**src/rtl/soc_glip_dii_pkg.sv**
```systemverilog
// Shared types and default sizes for the GLIP <-> DII framing bridge.
// Latency: n/a (package only).
// Backpressure: n/a (package only).
package soc_glip_dii_pkg;

    localparam int DEF_FLIT_WIDTH  = 16;
    localparam int DEF_MAX_PKT_LEN = 12;

    typedef enum logic [1:0] {
        E_COLLECT,
        E_HDR,
        E_PAYLOAD,
        E_DROP
    } egress_state_t;

    typedef enum logic {
        I_LEN,
        I_DATA
    } ingress_state_t;

endpackage

```
**src/rtl/soc_glip_dii_bridge_if.sv**
```systemverilog
// Handshake bundle between host DII streams and system GLIP word channels.
// Latency: n/a (wiring only).
// Backpressure: valid/ready on all four streams; the sender holds valid+data until the transfer.
// Modports: master = host/system environment, slave = the bridge.
//   dii_in_*   host -> bridge flits          glip_out_* bridge -> system c_glip_in
//   glip_in_*  system c_glip_out -> bridge   dii_out_*  bridge -> host flits
//   err_*      sticky status from the bridge
interface soc_glip_dii_bridge_if
    import soc_glip_dii_pkg::*;
#(
    parameter int FLIT_WIDTH = DEF_FLIT_WIDTH
);
    logic [FLIT_WIDTH-1:0] dii_in_data;
    logic                  dii_in_last;
    logic                  dii_in_valid;
    logic                  dii_in_ready;

    logic [FLIT_WIDTH-1:0] glip_out_data;
    logic                  glip_out_valid;
    logic                  glip_out_ready;

    logic [FLIT_WIDTH-1:0] glip_in_data;
    logic                  glip_in_valid;
    logic                  glip_in_ready;

    logic [FLIT_WIDTH-1:0] dii_out_data;
    logic                  dii_out_last;
    logic                  dii_out_valid;
    logic                  dii_out_ready;

    logic                  err_overflow;
    logic                  err_len_zero;

    modport master (
        output dii_in_data, dii_in_last, dii_in_valid,
        input  dii_in_ready,
        input  glip_out_data, glip_out_valid,
        output glip_out_ready,
        output glip_in_data, glip_in_valid,
        input  glip_in_ready,
        input  dii_out_data, dii_out_last, dii_out_valid,
        output dii_out_ready,
        input  err_overflow, err_len_zero
    );

    modport slave (
        input  dii_in_data, dii_in_last, dii_in_valid,
        output dii_in_ready,
        output glip_out_data, glip_out_valid,
        input  glip_out_ready,
        input  glip_in_data, glip_in_valid,
        output glip_in_ready,
        output dii_out_data, dii_out_last, dii_out_valid,
        input  dii_out_ready,
        output err_overflow, err_len_zero
    );

endinterface

```
**src/rtl/soc_glip_dii_pktbuf.sv**
```systemverilog
// Single-packet flit store: one write port, one combinational read port, storage not reset.
// Latency: write visible on the read port the cycle after the write edge.
// Backpressure: none; the owner sequences reads and writes.
// Ports: clk; i_we/i_waddr/i_wdata write port; i_raddr/o_rdata read port (out-of-range reads return 0).
module soc_glip_dii_pktbuf #(
    parameter int DEPTH = 12,
    parameter int WIDTH = 16,
    parameter int AW    = $clog2(DEPTH)
) (
    input  logic             clk,
    input  logic             i_we,
    input  logic [AW-1:0]    i_waddr,
    input  logic [WIDTH-1:0] i_wdata,
    input  logic [AW-1:0]    i_raddr,
    output logic [WIDTH-1:0] o_rdata
);

    logic [WIDTH-1:0] r_mem [DEPTH];

    always_ff @(posedge clk) begin
        if (i_we) begin
            r_mem[i_waddr] <= i_wdata;
        end
    end

    // The owner prefetches one past the last flit; that address may fall outside the array.
    assign o_rdata = (32'(i_raddr) < DEPTH) ? r_mem[i_raddr] : '0;

endmodule

```
**src/rtl/soc_glip_dii_bridge.sv**
```systemverilog
// Host-side framing bridge: DII packets <-> length-prefixed 16-bit GLIP word streams.
// Latency: egress length word valid the cycle after the last flit is accepted; ingress is zero-latency pass-through.
// Backpressure: egress stops accepting flits while a packet drains; ingress data stalls follow dii_out_ready.
// Ports: clk, rst (async active-low); bus = slave side of soc_glip_dii_bridge_if.
module soc_glip_dii_bridge
    import soc_glip_dii_pkg::*;
#(
    parameter int FLIT_WIDTH  = DEF_FLIT_WIDTH,
    parameter int MAX_PKT_LEN = DEF_MAX_PKT_LEN
) (
    input  logic                 clk,
    input  logic                 rst,
    soc_glip_dii_bridge_if.slave bus
);

    localparam int CW = $clog2(MAX_PKT_LEN + 1);
    localparam int AW = $clog2(MAX_PKT_LEN);
    localparam logic [CW-1:0] LAST_IDX = CW'(MAX_PKT_LEN - 1);

    // ---------------- egress ----------------
    egress_state_t         r_e_state;
    logic [CW-1:0]         r_cnt;
    logic [CW-1:0]         r_rd;
    logic [FLIT_WIDTH-1:0] r_glip_out_data;
    logic                  r_glip_out_valid;
    logic                  r_err_overflow;

    logic                  w_dii_in_ready;
    logic                  w_in_fire;
    logic                  w_out_fire;
    logic                  w_buf_we;
    logic [CW-1:0]         w_cnt_inc;
    logic [CW-1:0]         w_rd_next;
    logic [AW-1:0]         w_buf_raddr;
    logic [FLIT_WIDTH-1:0] w_buf_rdata;

    assign w_dii_in_ready = (r_e_state == E_COLLECT) || (r_e_state == E_DROP);
    assign w_in_fire      = bus.dii_in_valid && w_dii_in_ready;
    assign w_out_fire     = r_glip_out_valid && bus.glip_out_ready;
    assign w_buf_we       = w_in_fire && (r_e_state == E_COLLECT);
    assign w_cnt_inc      = r_cnt + 1'b1;
    assign w_rd_next      = r_rd + 1'b1;

    // The output word is registered, so the read port always looks one flit ahead:
    // flit 0 while the length word is on the bus, rd+1 while flit rd is on the bus.
    assign w_buf_raddr = (r_e_state == E_HDR) ? '0 : w_rd_next[AW-1:0];

    soc_glip_dii_pktbuf #(
        .DEPTH (MAX_PKT_LEN),
        .WIDTH (FLIT_WIDTH),
        .AW    (AW)
    ) u_pktbuf (
        .clk     (clk),
        .i_we    (w_buf_we),
        .i_waddr (r_cnt[AW-1:0]),
        .i_wdata (bus.dii_in_data),
        .i_raddr (w_buf_raddr),
        .o_rdata (w_buf_rdata)
    );

    always_ff @(posedge clk or negedge rst) begin
        if (!rst) begin
            r_e_state        <= E_COLLECT;
            r_cnt            <= '0;
            r_rd             <= '0;
            r_glip_out_data  <= '0;
            r_glip_out_valid <= 1'b0;
            r_err_overflow   <= 1'b0;
        end else begin
            case (r_e_state)
                E_COLLECT: begin
                    if (w_in_fire) begin
                        r_cnt <= w_cnt_inc;
                        // A last flit in the final slot still completes a full-size packet.
                        if (bus.dii_in_last) begin
                            r_e_state        <= E_HDR;
                            r_glip_out_data  <= FLIT_WIDTH'(w_cnt_inc);
                            r_glip_out_valid <= 1'b1;
                        end else if (r_cnt == LAST_IDX) begin
                            r_e_state      <= E_DROP;
                            r_err_overflow <= 1'b1;
                        end
                    end
                end
                E_HDR: begin
                    if (w_out_fire) begin
                        r_e_state       <= E_PAYLOAD;
                        r_rd            <= '0;
                        r_glip_out_data <= w_buf_rdata;
                    end
                end
                E_PAYLOAD: begin
                    if (w_out_fire) begin
                        if (r_rd == r_cnt - 1'b1) begin
                            r_e_state        <= E_COLLECT;
                            r_cnt            <= '0;
                            r_glip_out_valid <= 1'b0;
                        end else begin
                            r_rd            <= w_rd_next;
                            r_glip_out_data <= w_buf_rdata;
                        end
                    end
                end
                E_DROP: begin
                    if (w_in_fire && bus.dii_in_last) begin
                        r_e_state <= E_COLLECT;
                        r_cnt     <= '0;
                    end
                end
                default: begin
                    r_e_state <= E_COLLECT;
                end
            endcase
        end
    end

    assign bus.dii_in_ready   = w_dii_in_ready;
    assign bus.glip_out_data  = r_glip_out_data;
    assign bus.glip_out_valid = r_glip_out_valid;
    assign bus.err_overflow   = r_err_overflow;

    // ---------------- ingress ----------------
    ingress_state_t        r_i_state;
    logic [FLIT_WIDTH-1:0] r_rem;
    logic                  r_err_len_zero;

    logic                  w_in_data_phase;

    assign w_in_data_phase = (r_i_state == I_DATA);

    always_ff @(posedge clk or negedge rst) begin
        if (!rst) begin
            r_i_state      <= I_LEN;
            r_rem          <= '0;
            r_err_len_zero <= 1'b0;
        end else begin
            case (r_i_state)
                I_LEN: begin
                    if (bus.glip_in_valid) begin
                        if (bus.glip_in_data != '0) begin
                            r_rem     <= bus.glip_in_data;
                            r_i_state <= I_DATA;
                        end else begin
                            r_err_len_zero <= 1'b1;
                        end
                    end
                end
                I_DATA: begin
                    if (bus.glip_in_valid && bus.dii_out_ready) begin
                        r_rem <= r_rem - 1'b1;
                        if (r_rem == FLIT_WIDTH'(1)) begin
                            r_i_state <= I_LEN;
                        end
                    end
                end
                default: begin
                    r_i_state <= I_LEN;
                end
            endcase
        end
    end

    // Length words are swallowed here; payload words pass straight through.
    assign bus.glip_in_ready = w_in_data_phase ? bus.dii_out_ready : 1'b1;
    assign bus.dii_out_valid = w_in_data_phase && bus.glip_in_valid;
    assign bus.dii_out_data  = bus.glip_in_data;
    assign bus.dii_out_last  = w_in_data_phase && (r_rem == FLIT_WIDTH'(1));
    assign bus.err_len_zero  = r_err_len_zero;

endmodule

```
**src/flat_wrapper.sv**
```systemverilog
// flat-port wrapper written by rule: the top's interface ports become plain ports
module soc_glip_dii_bridge_flat import soc_glip_dii_pkg::*;
#(
    parameter int FLIT_WIDTH  = DEF_FLIT_WIDTH,
    parameter int MAX_PKT_LEN = DEF_MAX_PKT_LEN
)
  (clk, rst, bus_dii_in_data, bus_dii_in_last, bus_dii_in_valid, bus_dii_in_ready, bus_glip_out_data, bus_glip_out_valid, bus_glip_out_ready, bus_glip_in_data, bus_glip_in_valid, bus_glip_in_ready, bus_dii_out_data, bus_dii_out_last, bus_dii_out_valid, bus_dii_out_ready, bus_err_overflow, bus_err_len_zero);
  soc_glip_dii_bridge_if #(.FLIT_WIDTH(FLIT_WIDTH)) bus_i ();
  input  logic clk;
  input  logic rst;
  input wire logic [$bits(bus_i.dii_in_data)-1:0] bus_dii_in_data;
  input wire logic [$bits(bus_i.dii_in_last)-1:0] bus_dii_in_last;
  input wire logic [$bits(bus_i.dii_in_valid)-1:0] bus_dii_in_valid;
  output wire logic [$bits(bus_i.dii_in_ready)-1:0] bus_dii_in_ready;
  output wire logic [$bits(bus_i.glip_out_data)-1:0] bus_glip_out_data;
  output wire logic [$bits(bus_i.glip_out_valid)-1:0] bus_glip_out_valid;
  input wire logic [$bits(bus_i.glip_out_ready)-1:0] bus_glip_out_ready;
  input wire logic [$bits(bus_i.glip_in_data)-1:0] bus_glip_in_data;
  input wire logic [$bits(bus_i.glip_in_valid)-1:0] bus_glip_in_valid;
  output wire logic [$bits(bus_i.glip_in_ready)-1:0] bus_glip_in_ready;
  output wire logic [$bits(bus_i.dii_out_data)-1:0] bus_dii_out_data;
  output wire logic [$bits(bus_i.dii_out_last)-1:0] bus_dii_out_last;
  output wire logic [$bits(bus_i.dii_out_valid)-1:0] bus_dii_out_valid;
  input wire logic [$bits(bus_i.dii_out_ready)-1:0] bus_dii_out_ready;
  output wire logic [$bits(bus_i.err_overflow)-1:0] bus_err_overflow;
  output wire logic [$bits(bus_i.err_len_zero)-1:0] bus_err_len_zero;
  assign bus_i.dii_in_data = bus_dii_in_data;
  assign bus_i.dii_in_last = bus_dii_in_last;
  assign bus_i.dii_in_valid = bus_dii_in_valid;
  assign bus_dii_in_ready = bus_i.dii_in_ready;
  assign bus_glip_out_data = bus_i.glip_out_data;
  assign bus_glip_out_valid = bus_i.glip_out_valid;
  assign bus_i.glip_out_ready = bus_glip_out_ready;
  assign bus_i.glip_in_data = bus_glip_in_data;
  assign bus_i.glip_in_valid = bus_glip_in_valid;
  assign bus_glip_in_ready = bus_i.glip_in_ready;
  assign bus_dii_out_data = bus_i.dii_out_data;
  assign bus_dii_out_last = bus_i.dii_out_last;
  assign bus_dii_out_valid = bus_i.dii_out_valid;
  assign bus_i.dii_out_ready = bus_dii_out_ready;
  assign bus_err_overflow = bus_i.err_overflow;
  assign bus_err_len_zero = bus_i.err_len_zero;
  soc_glip_dii_bridge #(.FLIT_WIDTH(FLIT_WIDTH), .MAX_PKT_LEN(MAX_PKT_LEN)) u_core (.clk(clk), .rst(rst), .bus(bus_i));
endmodule
```
**config.mk**
```make
export PLATFORM = sky130hd
export DESIGN_NAME = soc_glip_dii_bridge_flat
export DESIGN_NICKNAME = d
export VERILOG_FILES = /design/src/rtl/soc_glip_dii_pkg.sv /design/src/rtl/soc_glip_dii_bridge_if.sv /design/src/rtl/soc_glip_dii_pktbuf.sv /design/src/rtl/soc_glip_dii_bridge.sv /design/src/flat_wrapper.sv
export SDC_FILE = /design/constraint.sdc
export NUM_CORES = 1
export LEC_CHECK = 0
export ABC_AREA = 1
export CORE_UTILIZATION = 65
export CTS_BUF_LIST = sky130_fd_sc_hd__clkbuf_4
export DETAILED_ROUTE_END_ITERATION = 6
export HOLD_SLACK_MARGIN = 0.03
export PLACE_DENSITY = 0.83
export SETUP_SLACK_MARGIN = 0.3
export SLEW_MARGIN = 20
export SYNTH_ARGS = -nofsm -noshare
export SYNTH_HDL_FRONTEND = slang
export SYNTH_SLANG_ARGS = --single-unit
```
**constraint.sdc**
```tcl
create_clock -name clk -period 5.16 [get_ports clk]
set_input_delay 0.516 -clock clk [delete_from_list [all_inputs] [get_ports clk]]
set_output_delay 0.516 -clock clk [all_outputs]
set_load 0.05 [all_outputs]
```
# Word level (Yosys, flattened, before mapping)
# Memories as Yosys holds them, arrays and structs flattened.
# Cells that the tools add are included.
# Widths: inputs -> output; s select.
# word_totals
regBits	46
latch_bits	0
mem_bits_rw	192
mem_bits_ro	0
input_bits	39
output_inout_bits	39
wordCells	99
n_memories	1
# op_classes
add_sub_neg	4
mul	0
n_div	0
n_lt_le_gt_ge	1
n_eq_ne	17
shift	0
mux	42
n_bitwise	3
n_reduce_logical	22
# mem_list
memory	words	width	read_ports	rd_ports_with_merged_regs	wr	line_no	source
u_core.u_pktbuf.r_mem	12	16	1	0	1	soc_glip_dii_pktbuf.sv:18	logic [WIDTH-1:0] r_mem [DEPTH];
# ops
op	n
$mux 16	9
$pmux 16 s3	1
$mux 4	8
$pmux 16 s2	1
$eq 16x1->1 const B	1
$reduce_bool 16->1	1
$sub 16x1->16 const B	1
$mux 2	7
$pmux 4 s3	1
$reduce_and 6->1	2
$mux 1	11
$ne 2x1->1 const B	5
$ne 2x2->1 const B	5
$reduce_and 5->1	2
$add 4x1->4 const B	2
$pmux 2 s4	1
$pmux 4 s2	1
$reduce_and 4->1	2
$logic_and 1x1->1	7
$reduce_and 3->1	2
$reduce_bool 3->1	2
$eq 2x2->1 const B	2
$eq 4x4->1	1
$eq 4x4->1 const B	1
other kinds (9)	13

# Logic depth before layout (Yosys ltp)
# depth
word_depth	7
ltp_mapped	13
depth_no_buf	12

# Hierarchy
# From an unflattened synthesis, not the netlist that was laid out.
# hier_totals
hier_cells	1131
area_unflattened_um2	10918.0
# modules_own_cells
mod	instances	cells_each	area_per_inst_um2	seq_area_each_um2
soc_glip_dii_pktbuf	1	641	7721.2	5765.5
soc_glip_dii_bridge	1	490	3196.8	1151.1

# Worst setup path after synthesis
# Ideal clock, no wire load.
# synth_path
path_type	register to register
start	register u_core.r_e_state[0]
end	memory u_core.u_pktbuf.r_mem[0][0], enable pin
arrival_ns	2.809
required_ns	4.751
slack_ns	1.941
stages_incl_launch_ff	9
cell_sequence	dfrtp_1 inv_1 ha_1 inv_1 nand2_1 nor2_1 inv_1 clkbuf_1 nor3_1
# synth_between
elab_chain_cells	6
# synth_lines
element	line_no	source
from (decl)	soc_glip_dii_bridge.sv:21	egress_state_t r_e_state;
from (signal assigned)	soc_glip_dii_bridge.sv:63	r_e_state <= E_COLLECT;
from (signal assigned)	soc_glip_dii_bridge.sv:76	r_e_state <= E_HDR;
from (signal assigned)	soc_glip_dii_bridge.sv:80	r_e_state <= E_DROP;
$eq 2x2->1 / $logic_not 2->1 (equally long branches)	soc_glip_dii_bridge.sv:37	assign w_dii_in_ready = (r_e_state == E_COLLECT) || (r_e_state == E_DROP);
$logic_or 1x1->1 *	soc_glip_dii_bridge.sv:37	
net bus_dii_in_ready	flat_wrapper.sv:14	output wire logic [$bits(bus_i.dii_in_ready)-1:0] bus_dii_in_ready;
$logic_and 1x1->1 *	soc_glip_dii_bridge.sv:38	assign w_in_fire = bus.dii_in_valid && w_dii_in_ready;
$logic_and 1x1->1 *	soc_glip_dii_bridge.sv:40	assign w_buf_we = w_in_fire && (r_e_state == E_COLLECT);
$mux 1 *	soc_glip_dii_pktbuf.sv:21	if (i_we) begin
$mux 1 (not written as such) *	soc_glip_dii_pktbuf.sv:22	r_mem[i_waddr] <= i_wdata;
to (decl)	soc_glip_dii_pktbuf.sv:18	
# Mark *: on every way through the listed nets, which the timed path passes. The rest lies on a longest branch.

# Final worst setup path
# layout_path
start	register u_core.r_i_state
end	output port bus_dii_out_last
# layout_between
elab_chain_cells	1
# layout_lines
element	line_no	source
from (decl)	soc_glip_dii_bridge.sv:123	ingress_state_t r_i_state;
from (signal assigned)	soc_glip_dii_bridge.sv:133	r_i_state <= I_LEN;
from (signal assigned)	soc_glip_dii_bridge.sv:142	r_i_state <= I_DATA;
from (signal assigned)	soc_glip_dii_bridge.sv:152	r_i_state <= I_LEN;
$logic_and 1x1->1	soc_glip_dii_bridge.sv:167	assign bus.dii_out_last = w_in_data_phase && (r_rem == FLIT_WIDTH'(1));
to (decl)	flat_wrapper.sv:22	output wire logic [$bits(bus_i.dii_out_last)-1:0] bus_dii_out_last;
# Every way passes these cells.

==> summary.txt <==
synthesized flop and latch total = 238
Worst-Margin Slew = 1.134 ns
DR DRC count = 0
syn_nets = 1,131
status = finished clean
worst vdd ir = 0.3890 mV
total CTS buffers = 57
Place WS = 2.122 ns
# resized after CTS = 0
worst skew pair latency = 0.71 ns
I/O Pins = 78
Num Clock Sinks = 238
die footprint = 0.01700 mm2
final worst path period share = 66.58%
layout cells sized above 1 = 10.96%
post-DR wirelength/cell = 17.38 um
post-synthesis instance total = 1,079
GRT overflow = 0
initial antenna violation count = 0
Worst setup EP type = output port
Fillers = 1,082
GRT Total Usage = 30.58%
Detailed Place HPWL = 14.41 mm
Nets = 1,226
async set-reset flop share out of synthesis = 19.33%
max-slew violation count = 0
FMAX = 291.1 MHz
TritonRoute pass-1 iters = 5
clock skew = 0.04901 ns
Critical Path RT = 4.64 ns
post-synth cell types = 29
RSZ-0062 raised after global routing = false
die width = 130.4 um
Ys Warns = 0
first-pass GRT wire length = 38.50 mm
Area Growth Syn to Fin = 15.63%
H-tree levels = 2
core area = 0.01600 mm2
Yosys top cell by area = edfxtp_1
vias in the first global route = 7,818
post-synthesis sequential area ratio = 64.56%
DR iter-0 viols = 740
mapped cell area = 0.01071 mm2
WL final = 25.01 mm
CP Max Fanout = 23
top_reg_cell synth = edfxtp_1
Reg area = 0.006917 mm2
WS Path Type = reg -> out
Final min period = 3.436 ns
DR vias = 8,139
CP Data Arrival Time = 2.92 ns
register clock-pin slew on the reported worst setup and hold paths = 0.07 ns
HP Class = in -> async
Post-synth EDFFs = 192
setup ws final = 1.724 ns
Final setup viols = 0
Initial Util = 66.96%
Via-to-Cell Ratio = 5.656
row cnt = 46
diode count = 0
IO buf count = 77
chip height = 130.4 um
Root Driver = clkbuf_4
Max Cap Viol = 0
area share of the largest cell type after synthesis = 53.81%
count of final hold-check violations = 0
setup TNS = 0 ns
Mapped Avg Cell Area = 9.930 um2
antenna viol nets, final = 0
Leak = 5.091 nW
CTS tree = yes
largest net degree at the start of global routing = 60
Placer Congestion = 0.9081
Clock Path Buffers = 3
slew margin rel. = 24.29%
area occupied by multi-input gates = 0.003266 mm2
Startpoint Class = flip-flop
Power Dens Cells = 549.5 mW/mm2
synth top area cells = edfxtp_1 (54%), nand2_1 (13%), dfrtp_1 (11%)
[cell usage after synthesis, drive strengths merged, types with 6 or more instances]
cell type / n
clkbuf: 14
dfrtp: 46
buf: 45
o21ai: 49
inv: 69
nor2: 66
nand2: 381
nand4: 6
ha: 13
xor2: 9
nor3: 12
a21oi: 7
edfxtp: 192
nand3: 160
[area by class of cell]
class	count	share of cell area, %
clock buffer	82	4.969
clock inverter	26	1.111
inverter	69	2.091
multi-input combinational	713	26.36
sequential	238	55.83
tap	216	2.182
timing repair buffer	95	7.454
[metal layers]
metal | wire length (um) | part of all wire [%] | global-route usage (%)
met5 | 0 | 0 | 0
met2 | 12140 | 49 | 49.84
met1 | 9454 | 38 | 38.56
met3 | 2665 | 11 | 7.370
met4 | 750 | 3.0 | 15.69
[kinds of logic after synthesis]
logic type	after synthesis	share of synthesized area [%]
fa+ha+maj	13	1.518
xor+xnor	9	0.7358
buf+inv	128	5.594
flops	238	64.56
compound gates	61	2.966
simple gates	630	24.63
[worst max-delay path: stages, from the launching register on]
cell and delay (ns):
dfrtp_1 0.78, inv_1 0.44, nor2_1 0.19, clkdlybuf4s50_1 0.82
[registers in the layout (all words and copies together), names as in the netlist]
register and flops:
u_core.bus.err_len_zero 1, u_core.bus.err_overflow 1, u_core.bus.glip_out_data 16, u_core.bus.glip_out_valid 1, u_core.r_cnt 4, u_core.r_e_state 2
u_core.r_i_state 1, u_core.r_rd 4, u_core.r_rem 16, u_core.u_pktbuf.r_mem 192
[layout by cell type (no fill, tap or decap), types with 3 or more instances in the layout]
cell,Yosys,layout
nor2_1,63,62
nor3_2,0,11
clkinv_1,0,18
nand4_1,5,5
clkinv_2,0,4
inv_1,64,64
inv_2,5,6
a21oi_1,7,7
nand2_1,377,377
clkdlybuf4s50_1,0,76
buf_4,25,16
nand2_2,4,3
ha_1,13,13
xor2_1,9,9
dfrtp_1,46,46
nand3_1,160,160
edfxtp_1,192,192
o21ai_0,37,37
clkbuf_4,0,82
o21ai_1,12,12
[report_power, final]
part           switching (W)  leakage (nW)  internal, W
clock               0.000753         0.444     0.000791
combinational        0.00197          2.33     0.000863
sequential          0.000143          2.32      0.00228
[what timing repair did]
item / CTS / global route
hold buffers: 1 / 0
endpoints found under the hold margin: 46 / 0
buffers inserted: 0 / 0
[per-stage QoR]
stage	util [%]	cell area, um2	std cells	power [W]	hold WS (ns)
after global placement	72.45	11590	1329	0.005130	0.4435
after CTS	77.22	12360	1438	0.006754	0.4377
after floorplan	-	10710	1079	0.004501	0.2204
after global routing	77.42	12390	1439	0.007251	0.4673
final	77.42	12390	1439	0.006807	0.4568
after detailed placement	72.45	11590	1329	0.005211	0.4508
[worst paths after layout]
path	cells past startpoint	slack, ns	start	endpoint
hold / removal	3	0.46	rst	u_core.bus.glip_out_data[6]$_DFFE_PN0P_
min in group clk	1	0.46	u_core.bus.err_overflow$_DFFE_PN0P_	u_core.bus.err_overflow$_DFFE_PN0P_
setup reg to reg	12	2.21	u_core.r_e_state[1]$_DFFE_PN0P_	u_core.bus.glip_out_data[14]$_DFFE_PN0P_
max in group asynchronous	3	4.23	rst	u_core.r_e_state[0]$_DFFE_PN0P_
hold reg to reg	1	0.46	u_core.bus.err_overflow$_DFFE_PN0P_	u_core.bus.err_overflow$_DFFE_PN0P_
setup / recovery	3	1.72	u_core.r_i_state$_DFF_PN0_	bus_dii_out_last
(Power assumes the default switching activity.)
